**src/rtl/ritc_bit_ctrl_decoder_pkg.sv**
```systemverilog
// Shared constants and types for the serial bit_control frame decoder.
// The frame layout here must stay in step with the transmitter in the datapath controller.
package ritc_bit_ctrl_decoder_pkg;

  localparam int CHAN_W    = 3;
  localparam int BIT_W     = 4;
  localparam int DELAY_W   = 5;
  localparam int CMD_W     = 2;
  localparam int PAYLOAD_W = CHAN_W + BIT_W + CMD_W + DELAY_W + 1;  // everything between start and stop
  localparam int FRAME_LEN = PAYLOAD_W + 2;

  localparam logic [CHAN_W-1:0] BCAST_CH  = 3'd7;
  localparam logic [BIT_W-1:0]  BCAST_BIT = 4'd13;

  typedef enum logic [CMD_W-1:0] {
    CMD_LOAD_DELAY = 2'b00,
    CMD_BITSLIP    = 2'b01,
    CMD_RSVD_2     = 2'b10,
    CMD_RSVD_3     = 2'b11
  } cmd_e;

  // Field order matches the MSB-first shift, so the shift register casts directly.
  typedef struct packed {
    logic [CHAN_W-1:0]  chan;
    logic [BIT_W-1:0]   bit_addr;
    cmd_e               cmd;
    logic [DELAY_W-1:0] val;
    logic               par;
  } frame_t;

  typedef enum logic [1:0] {
    ST_IDLE  = 2'd0,
    ST_SHIFT = 2'd1,
    ST_STOP  = 2'd2
  } state_e;

  function automatic logic addr_match(input frame_t f,
                                      input logic [CHAN_W-1:0] channel,
                                      input logic [BIT_W-1:0] bit_sel);
    return ((f.chan == channel) || (f.chan == BCAST_CH)) &&
           ((f.bit_addr == bit_sel) || (f.bit_addr == BCAST_BIT));
  endfunction

endpackage

```
**src/rtl/ritc_bit_ctrl_decoder_if.sv**
```systemverilog
// Serial control input and decoded strobe outputs of one bit_control receiver.
interface ritc_bit_ctrl_decoder_if;
  import ritc_bit_ctrl_decoder_pkg::*;

  logic               ctrl;
  logic [DELAY_W-1:0] delay;
  logic               delay_load;
  logic               bitslip;
  logic               frame_err;
  logic               busy;

  modport master (output ctrl, input delay, delay_load, bitslip, frame_err, busy);
  modport slave  (input ctrl, output delay, delay_load, bitslip, frame_err, busy);

endinterface

```
**src/rtl/ritc_bit_ctrl_decoder.sv**
```systemverilog
// Receives addressed serial control frames and turns them into an IDELAY value/load
// strobe or an ISERDES bitslip strobe, all in the user clock domain.
module ritc_bit_ctrl_decoder
  import ritc_bit_ctrl_decoder_pkg::*;
(
  input  logic              clk_i,
  input  logic              rst_n_i,
  input  logic [CHAN_W-1:0] channel_i,
  input  logic [BIT_W-1:0]  bit_i,
  ritc_bit_ctrl_decoder_if.slave bus
);

  localparam logic [3:0] LAST_CNT = 4'(PAYLOAD_W - 1);

  state_e                 state_q, state_d;
  logic [3:0]             cnt_q;
  logic [PAYLOAD_W-1:0]   shreg_q;
  frame_t                 frame;

  logic [DELAY_W-1:0]     delay_q;
  logic                   load_q, slip_q, err_q;
  logic                   load_d, slip_d, err_d;

  assign frame = shreg_q;

  // NOTE: sequential state uses non-blocking assignments so every register
  // samples pre-edge values regardless of process ordering.
  always_ff @(posedge clk_i or negedge rst_n_i) begin
    if (!rst_n_i) begin
      state_q <= ST_IDLE;
      cnt_q   <= '0;
      shreg_q <= '0;
    end else begin
      state_q <= state_d;
      if (state_q == ST_SHIFT) begin
        shreg_q <= {shreg_q[PAYLOAD_W-2:0], bus.ctrl};
        cnt_q   <= cnt_q + 4'd1;
      end else begin
        cnt_q   <= '0;
      end
    end
  end

  // NOTE: every signal assigned here gets a default first, so no path can
  // leave it unassigned and infer a latch.
  always_comb begin
    state_d = state_q;
    load_d  = 1'b0;
    slip_d  = 1'b0;
    err_d   = 1'b0;
    unique case (state_q)
      ST_IDLE:  if (bus.ctrl) state_d = ST_SHIFT;
      ST_SHIFT: if (cnt_q == LAST_CNT) state_d = ST_STOP;
      ST_STOP: begin
        // A high stop bit is an error, never a new start: resync through IDLE.
        state_d = ST_IDLE;
        if (bus.ctrl || (^frame)) begin
          err_d = 1'b1;
        end else if (addr_match(frame, channel_i, bit_i)) begin
          case (frame.cmd)
            CMD_LOAD_DELAY: load_d = 1'b1;
            CMD_BITSLIP:    slip_d = 1'b1;
            default:        ;
          endcase
        end
      end
      default:  state_d = ST_IDLE;
    endcase
  end

  always_ff @(posedge clk_i or negedge rst_n_i) begin
    if (!rst_n_i) begin
      delay_q <= '0;
      load_q  <= 1'b0;
      slip_q  <= 1'b0;
      err_q   <= 1'b0;
    end else begin
      load_q  <= load_d;
      slip_q  <= slip_d;
      err_q   <= err_d;
      if (load_d) delay_q <= frame.val;
    end
  end

  assign bus.delay      = delay_q;
  assign bus.delay_load = load_q;
  assign bus.bitslip    = slip_q;
  assign bus.frame_err  = err_q;
  assign bus.busy       = (state_q != ST_IDLE);

endmodule

```
**src/flat_wrapper.sv**
```systemverilog
// flat-port wrapper written by rule: the top's interface ports become plain ports
module ritc_bit_ctrl_decoder_flat import ritc_bit_ctrl_decoder_pkg::*;
  (clk_i, rst_n_i, channel_i, bit_i, bus_ctrl, bus_delay, bus_delay_load, bus_bitslip, bus_frame_err, bus_busy);
  ritc_bit_ctrl_decoder_if bus_i ();
  input  logic clk_i;
  input  logic rst_n_i;
  input  logic [CHAN_W-1:0] channel_i;
  input  logic [BIT_W-1:0] bit_i;
  input wire logic [$bits(bus_i.ctrl)-1:0] bus_ctrl;
  output wire logic [$bits(bus_i.delay)-1:0] bus_delay;
  output wire logic [$bits(bus_i.delay_load)-1:0] bus_delay_load;
  output wire logic [$bits(bus_i.bitslip)-1:0] bus_bitslip;
  output wire logic [$bits(bus_i.frame_err)-1:0] bus_frame_err;
  output wire logic [$bits(bus_i.busy)-1:0] bus_busy;
  assign bus_i.ctrl = bus_ctrl;
  assign bus_delay = bus_i.delay;
  assign bus_delay_load = bus_i.delay_load;
  assign bus_bitslip = bus_i.bitslip;
  assign bus_frame_err = bus_i.frame_err;
  assign bus_busy = bus_i.busy;
  ritc_bit_ctrl_decoder u_core (.clk_i(clk_i), .rst_n_i(rst_n_i), .channel_i(channel_i), .bit_i(bit_i), .bus(bus_i));
endmodule
```
**config.mk**
```make
export PLATFORM = sky130hd
export DESIGN_NAME = ritc_bit_ctrl_decoder_flat
export DESIGN_NICKNAME = d
export VERILOG_FILES = /design/src/rtl/ritc_bit_ctrl_decoder_pkg.sv /design/src/rtl/ritc_bit_ctrl_decoder_if.sv /design/src/rtl/ritc_bit_ctrl_decoder.sv /design/src/flat_wrapper.sv
export SDC_FILE = /design/constraint.sdc
export NUM_CORES = 1
export LEC_CHECK = 0
export CAP_MARGIN = 10
export CORE_MARGIN = 2
export CORE_UTILIZATION = 34
export CTS_CLUSTER_DIAMETER = 80
export CTS_CLUSTER_SIZE = 24
export DETAILED_ROUTE_END_ITERATION = 10
export DONT_BUFFER_PORTS = 1
export GPL_ROUTABILITY_DRIVEN = 0
export GPL_TIMING_DRIVEN = 0
export PLACE_DENSITY = 0.5
export REMOVE_ABC_BUFFERS = 1
export SKIP_CTS_REPAIR_TIMING = 1
export SYNTH_ARGS = -nofsm -noshare
export SYNTH_HDL_FRONTEND = slang
export SYNTH_SLANG_ARGS = --single-unit
export TNS_END_PERCENT = 1
```
**constraint.sdc**
```tcl
create_clock -name clk_i -period 2.4 [get_ports clk_i]
set_clock_uncertainty 0.1 [all_clocks]
set_input_delay 0.24 -clock clk_i [delete_from_list [all_inputs] [get_ports clk_i]]
set_output_delay 0.24 -clock clk_i [all_outputs]
set_load 0.01 [all_outputs]
```
==> results of run 1 <==
[placed cells by master, fill, tap and decap left out, types with 4 or more instances in the layout]
cell type                  netlist  routed
sky130_fd_sc_hd__clkbuf_8        0       7
sky130_fd_sc_hd__dfrtp_1        29      28
sky130_fd_sc_hd__ha_1            7       6
sky130_fd_sc_hd__inv_1           5       4
sky130_fd_sc_hd__mux2_2         17      12
sky130_fd_sc_hd__mux2_4          0       5
sky130_fd_sc_hd__nand2_1         6       6
sky130_fd_sc_hd__nor2_1          6       6
sky130_fd_sc_hd__xnor2_1         9       8
sky130_fd_sc_hd__xor2_1          7       7
[registers in the layout, indices dropped and copies added (netlist names)]
signal	flops
u_core.bus.delay	5
u_core.state_q	2
u_core.frame	15
u_core.bus.bitslip	1
u_core.bus.frame_err	1
u_core.cnt_q	4
u_core.bus.delay_load	1
[cell families (layout without fill, tap and decap cells)]
group           count (synthesis)  in the layout
fa+ha+maj                       7              7
xor+xnor                       18             18
flops                          29             29
buf+inv                         8             20
mux                            18             18
compound gates                  6              6
simple gates                   22             22
[per-stage QoR]
stage	area, µm²	std cells	util, %	setup TNS, ns	power [µW]
after floorplan	1370	105	-	-0.00148	1940
after global placement	1440	155	36.2	-1.15	2130
after detailed placement	1440	155	36.2	-1.20	2150
after CTS	1540	163	38.7	-1.22	2600
after global routing	1650	170	41.6	-0.993	3040
final	1650	170	41.6	-0.525	2790
[final cells by class]
cell class	instances	area, µm²	share of cell area, %
Sequential cell	29	727	44.0
Multi-Input combinational cell	71	668	40.5
Clock buffer	7	96.3	5.83
Timing Repair Buffer	7	73.8	4.47
Tap cell	50	62.6	3.79
Inverter	5	18.8	1.14
Clock inverter	1	5.00	0.303
[worst max path at each step]
| stage | startpoint | end | slack [ns] |
|---|---|---|---|
| CTS | u_core.frame[12]$_DFFE_PN0P_ | u_core.bus.delay[0]$_DFFE_PN0P_ | -0.25 |
| global placement | u_core.frame[12]$_DFFE_PN0P_ | u_core.bus.delay[2]$_DFFE_PN0P_ | -0.23 |
| global route | u_core.frame[9]$_DFFE_PN0P_ | u_core.bus.delay[0]$_DFFE_PN0P_ | -0.20 |
| floorplan | u_core.frame[12]$_DFFE_PN0P_ | u_core.bus.delay[0]$_DFFE_PN0P_ | -0.0003 |
| detailed placement | u_core.frame[12]$_DFFE_PN0P_ | u_core.bus.delay[2]$_DFFE_PN0P_ | -0.24 |
| finish | u_core.frame[9]$_DFFE_PN0P_ | u_core.bus.delay[0]$_DFFE_PN0P_ | -0.11 |
[where the power goes]
part           internal (µW)  leakage (µW)  switching (µW)  total, µW
Clock                    258     0.0000542             171        429
Combinational            868      0.000320             639       1510
Sequential               671      0.000360             183        854
Total                   1800      0.000735             992       2790
[Yosys cell counts]
cell type / n / area (µm²)
sky130_fd_sc_hd__dfrtp_1: 29 / 726
sky130_fd_sc_hd__mux2_2: 17 / 191
sky130_fd_sc_hd__xnor2_1: 9 / 78.8
sky130_fd_sc_hd__ha_1: 7 / 87.6
sky130_fd_sc_hd__xor2_1: 7 / 61.3
sky130_fd_sc_hd__nand2_1: 6 / 22.5
sky130_fd_sc_hd__nor2_1: 6 / 22.5
sky130_fd_sc_hd__inv_1: 5 / 18.8
sky130_fd_sc_hd__clkbuf_1: 3 / 11.3
sky130_fd_sc_hd__nand3_1: 3 / 15.0
sky130_fd_sc_hd__o21ai_0: 3 / 15.0
sky130_fd_sc_hd__a32o_1: 1 / 10.0
sky130_fd_sc_hd__mux2i_1: 1 / 10.0
sky130_fd_sc_hd__nand2b_1: 1 / 6.26
sky130_fd_sc_hd__nand3b_1: 1 / 7.51
sky130_fd_sc_hd__nor2b_1: 1 / 6.26
sky130_fd_sc_hd__nor3_1: 1 / 5.00
sky130_fd_sc_hd__nor4_1: 1 / 6.26
sky130_fd_sc_hd__nor4_4: 1 / 21.3
sky130_fd_sc_hd__o21a_1: 1 / 7.51
sky130_fd_sc_hd__o41ai_1: 1 / 8.76
sky130_fd_sc_hd__or2_2: 1 / 6.26
sky130_fd_sc_hd__xnor2_2: 1 / 16.3
sky130_fd_sc_hd__xnor3_2: 1 / 23.8
[layer usage]
| layer | up-vias | wire length (µm) |
|---|---|---|
| met1 | 383 | 1040 |
| met5 | - | 0 |
| met3 | 2 | 150 |
| met4 | 0 | 17 |
| li1 | 384 | - |
| met2 | 15 | 1090 |
==> results.md, run 1 <==
* Result of the run: complete, but fails checks
* Violations in the final reports: negative setup slack
* Clock-pin slew reported for the worst setup and hold paths after clock tree synthesis at 0.06 ns
* Startpoint of the worst-slack reg-to-reg timing path: u_core.frame[9]$_DFFE_PN0P_
* Die width at 67.8 µm
* Antenna violations before repair at 0
* Antenna violation net count after detailed routing at 0
* Worst hold path type: in2reg
* Global routing met3 resource utilization at 5.76%
* Distinct cell type count of the synthesized netlist at 24
* Placement row count at 23
* Slew Limit Headroom at 37.9%
* H-tree Lvls at 2
* Post-synthesis share of cell area spent on full adders, half adders and majority gates at approximately 6.3%
* List of cells traversed by the critical path: inv_2 -> ha_4 -> xor2_1 -> xnor2_1 -> xnor3_2 -> nor4_4 -> buf_6 -> mux2_4
* CP Data Required Time at roughly 2.5 ns
* Cells after synthesis at between 100 and 150
* Post-layout min period at 2.51 ns
* Total iterations of the first detailed-routing run at 4
* Synth Area in Compound Gates at 2.98%
* Clock buffer count from CTS at 5
* Highest clock frequency the design can meet at 399 MHz
* Filler Cell Count at 386
* Vias at around 780
* Cell area after technology mapping at 1390 µm²
* Buffer levels on the longest clock path at 2
* Count of max-cap constraint violations at 0
* IR Drop Worst-Case VDD at 0.000968 V
* Remaining DRCs at 0
* Total clock sinks at 29
* Worst hold margin at 0.0202 ns
* RSZ-0062 raised after global routing: true
* Maximum fanout encountered on the critical timing path at 5
* Final count of pins violating max slew at 0
* Clock tree from TritonCTS: yes
* Min-delay src: bus_ctrl
* Total Routed Length at 2300 µm
* Fraction of met2 tracks used by global routing at 17.3%
* Buffer type at the clock tree root: sky130_fd_sc_hd__clkbuf_8
* Drt wl/cell at 13.5 µm
* Critical path type: reg2reg
* Critical path endpoint category: flop
* Total power density per cell area at 1690 nW/µm²
* Die height at a little under 70 µm
* Final Hold Vio Count at 0
* Leakage dissipation at between 0.0007 and 0.0008 µW
* Sum of buffers and inverters on the critical path at 2
* Overall track demand over capacity in global routing at 11.4%
* Reg2reg setup slack at -0.11 ns
* Clock latency on the worst-skew pair at approximately 0.27 ns
* Worst reg2reg path endpoint: u_core.bus.delay[0]$_DFFE_PN0P_
* Startpoint type of the worst setup path: flop
* Place WS at -0.243 ns
* Number of top-level pins at 19
* Min-Delay Endpoint: u_core.frame[0]$_DFFE_PN0P_
* Peak-usage layer in the global routing report: met2
* Fraction of final layout cells with drive strength greater than 1 at 31.7%
* Period utilisation layout at 105%
* Post-DP HPWL at around 1600 µm
* Final worst setup slack at -0.108 ns
* Fraction of synthesized area in multiplexers at 14.5%
* Starting Density at 34.9%
* Layout area overhead at 19.2%
* Transition time of the tightest slew-check pin at 0.932 ns
* Yosys reg bits at 29
* Average instance area after synthesis at 12.8 µm²
* Finish-stage setup viols at 5
* Family with the most delay on the worst path: XOR/XNOR gates
* Met1 layer usage reported by global route at 13.6%
* Wire length of the first global-routing pass at 3680 µm
* Dominant combinational cell family by area after synthesis: multiplexers
* Vias per Instance at approximately 4.6
* Sequential-to-total area share from yosys stat at 52.4%
* Synthesized-area fraction occupied by and/or/nand/nor cells at under 10%
* Nets at 136
* Worst Path Arrival at ~2.6 ns
* Largest incremental delay on the critical path at ~0.47 ns
* Number of DRC violations after detailed-routing iteration 0 at 13
* Via count of the first global-routing pass at 798
* Core Region at just under 4000 µm²
* Count of antenna diodes in the layout at 0
* Share of the synthesized netlist area taken by xor and xnor gates at about an eighth
* Maximum number of pins on one net before global-route repair at 30
* Number of cells traversed by the worst hold path at 1
* Critical path's slowest cell: sky130_fd_sc_hd__xnor3_2
* Port Buffers at 0
* Worst path depth at 8
* Die area at 4600 µm²
* Remaining global-route overflow at 0
* Synthesis Warnings at 0
* Cell count of the worst reg-to-reg path at 8
Note: power is estimated with default switching activity, not from simulation.
==> run 2: changes to the inputs <==
- CAP_MARGIN: 10 -> unset
==> results of run 2 <==
Same layout as run 1: the final DEF is identical, and so are final timing and power.
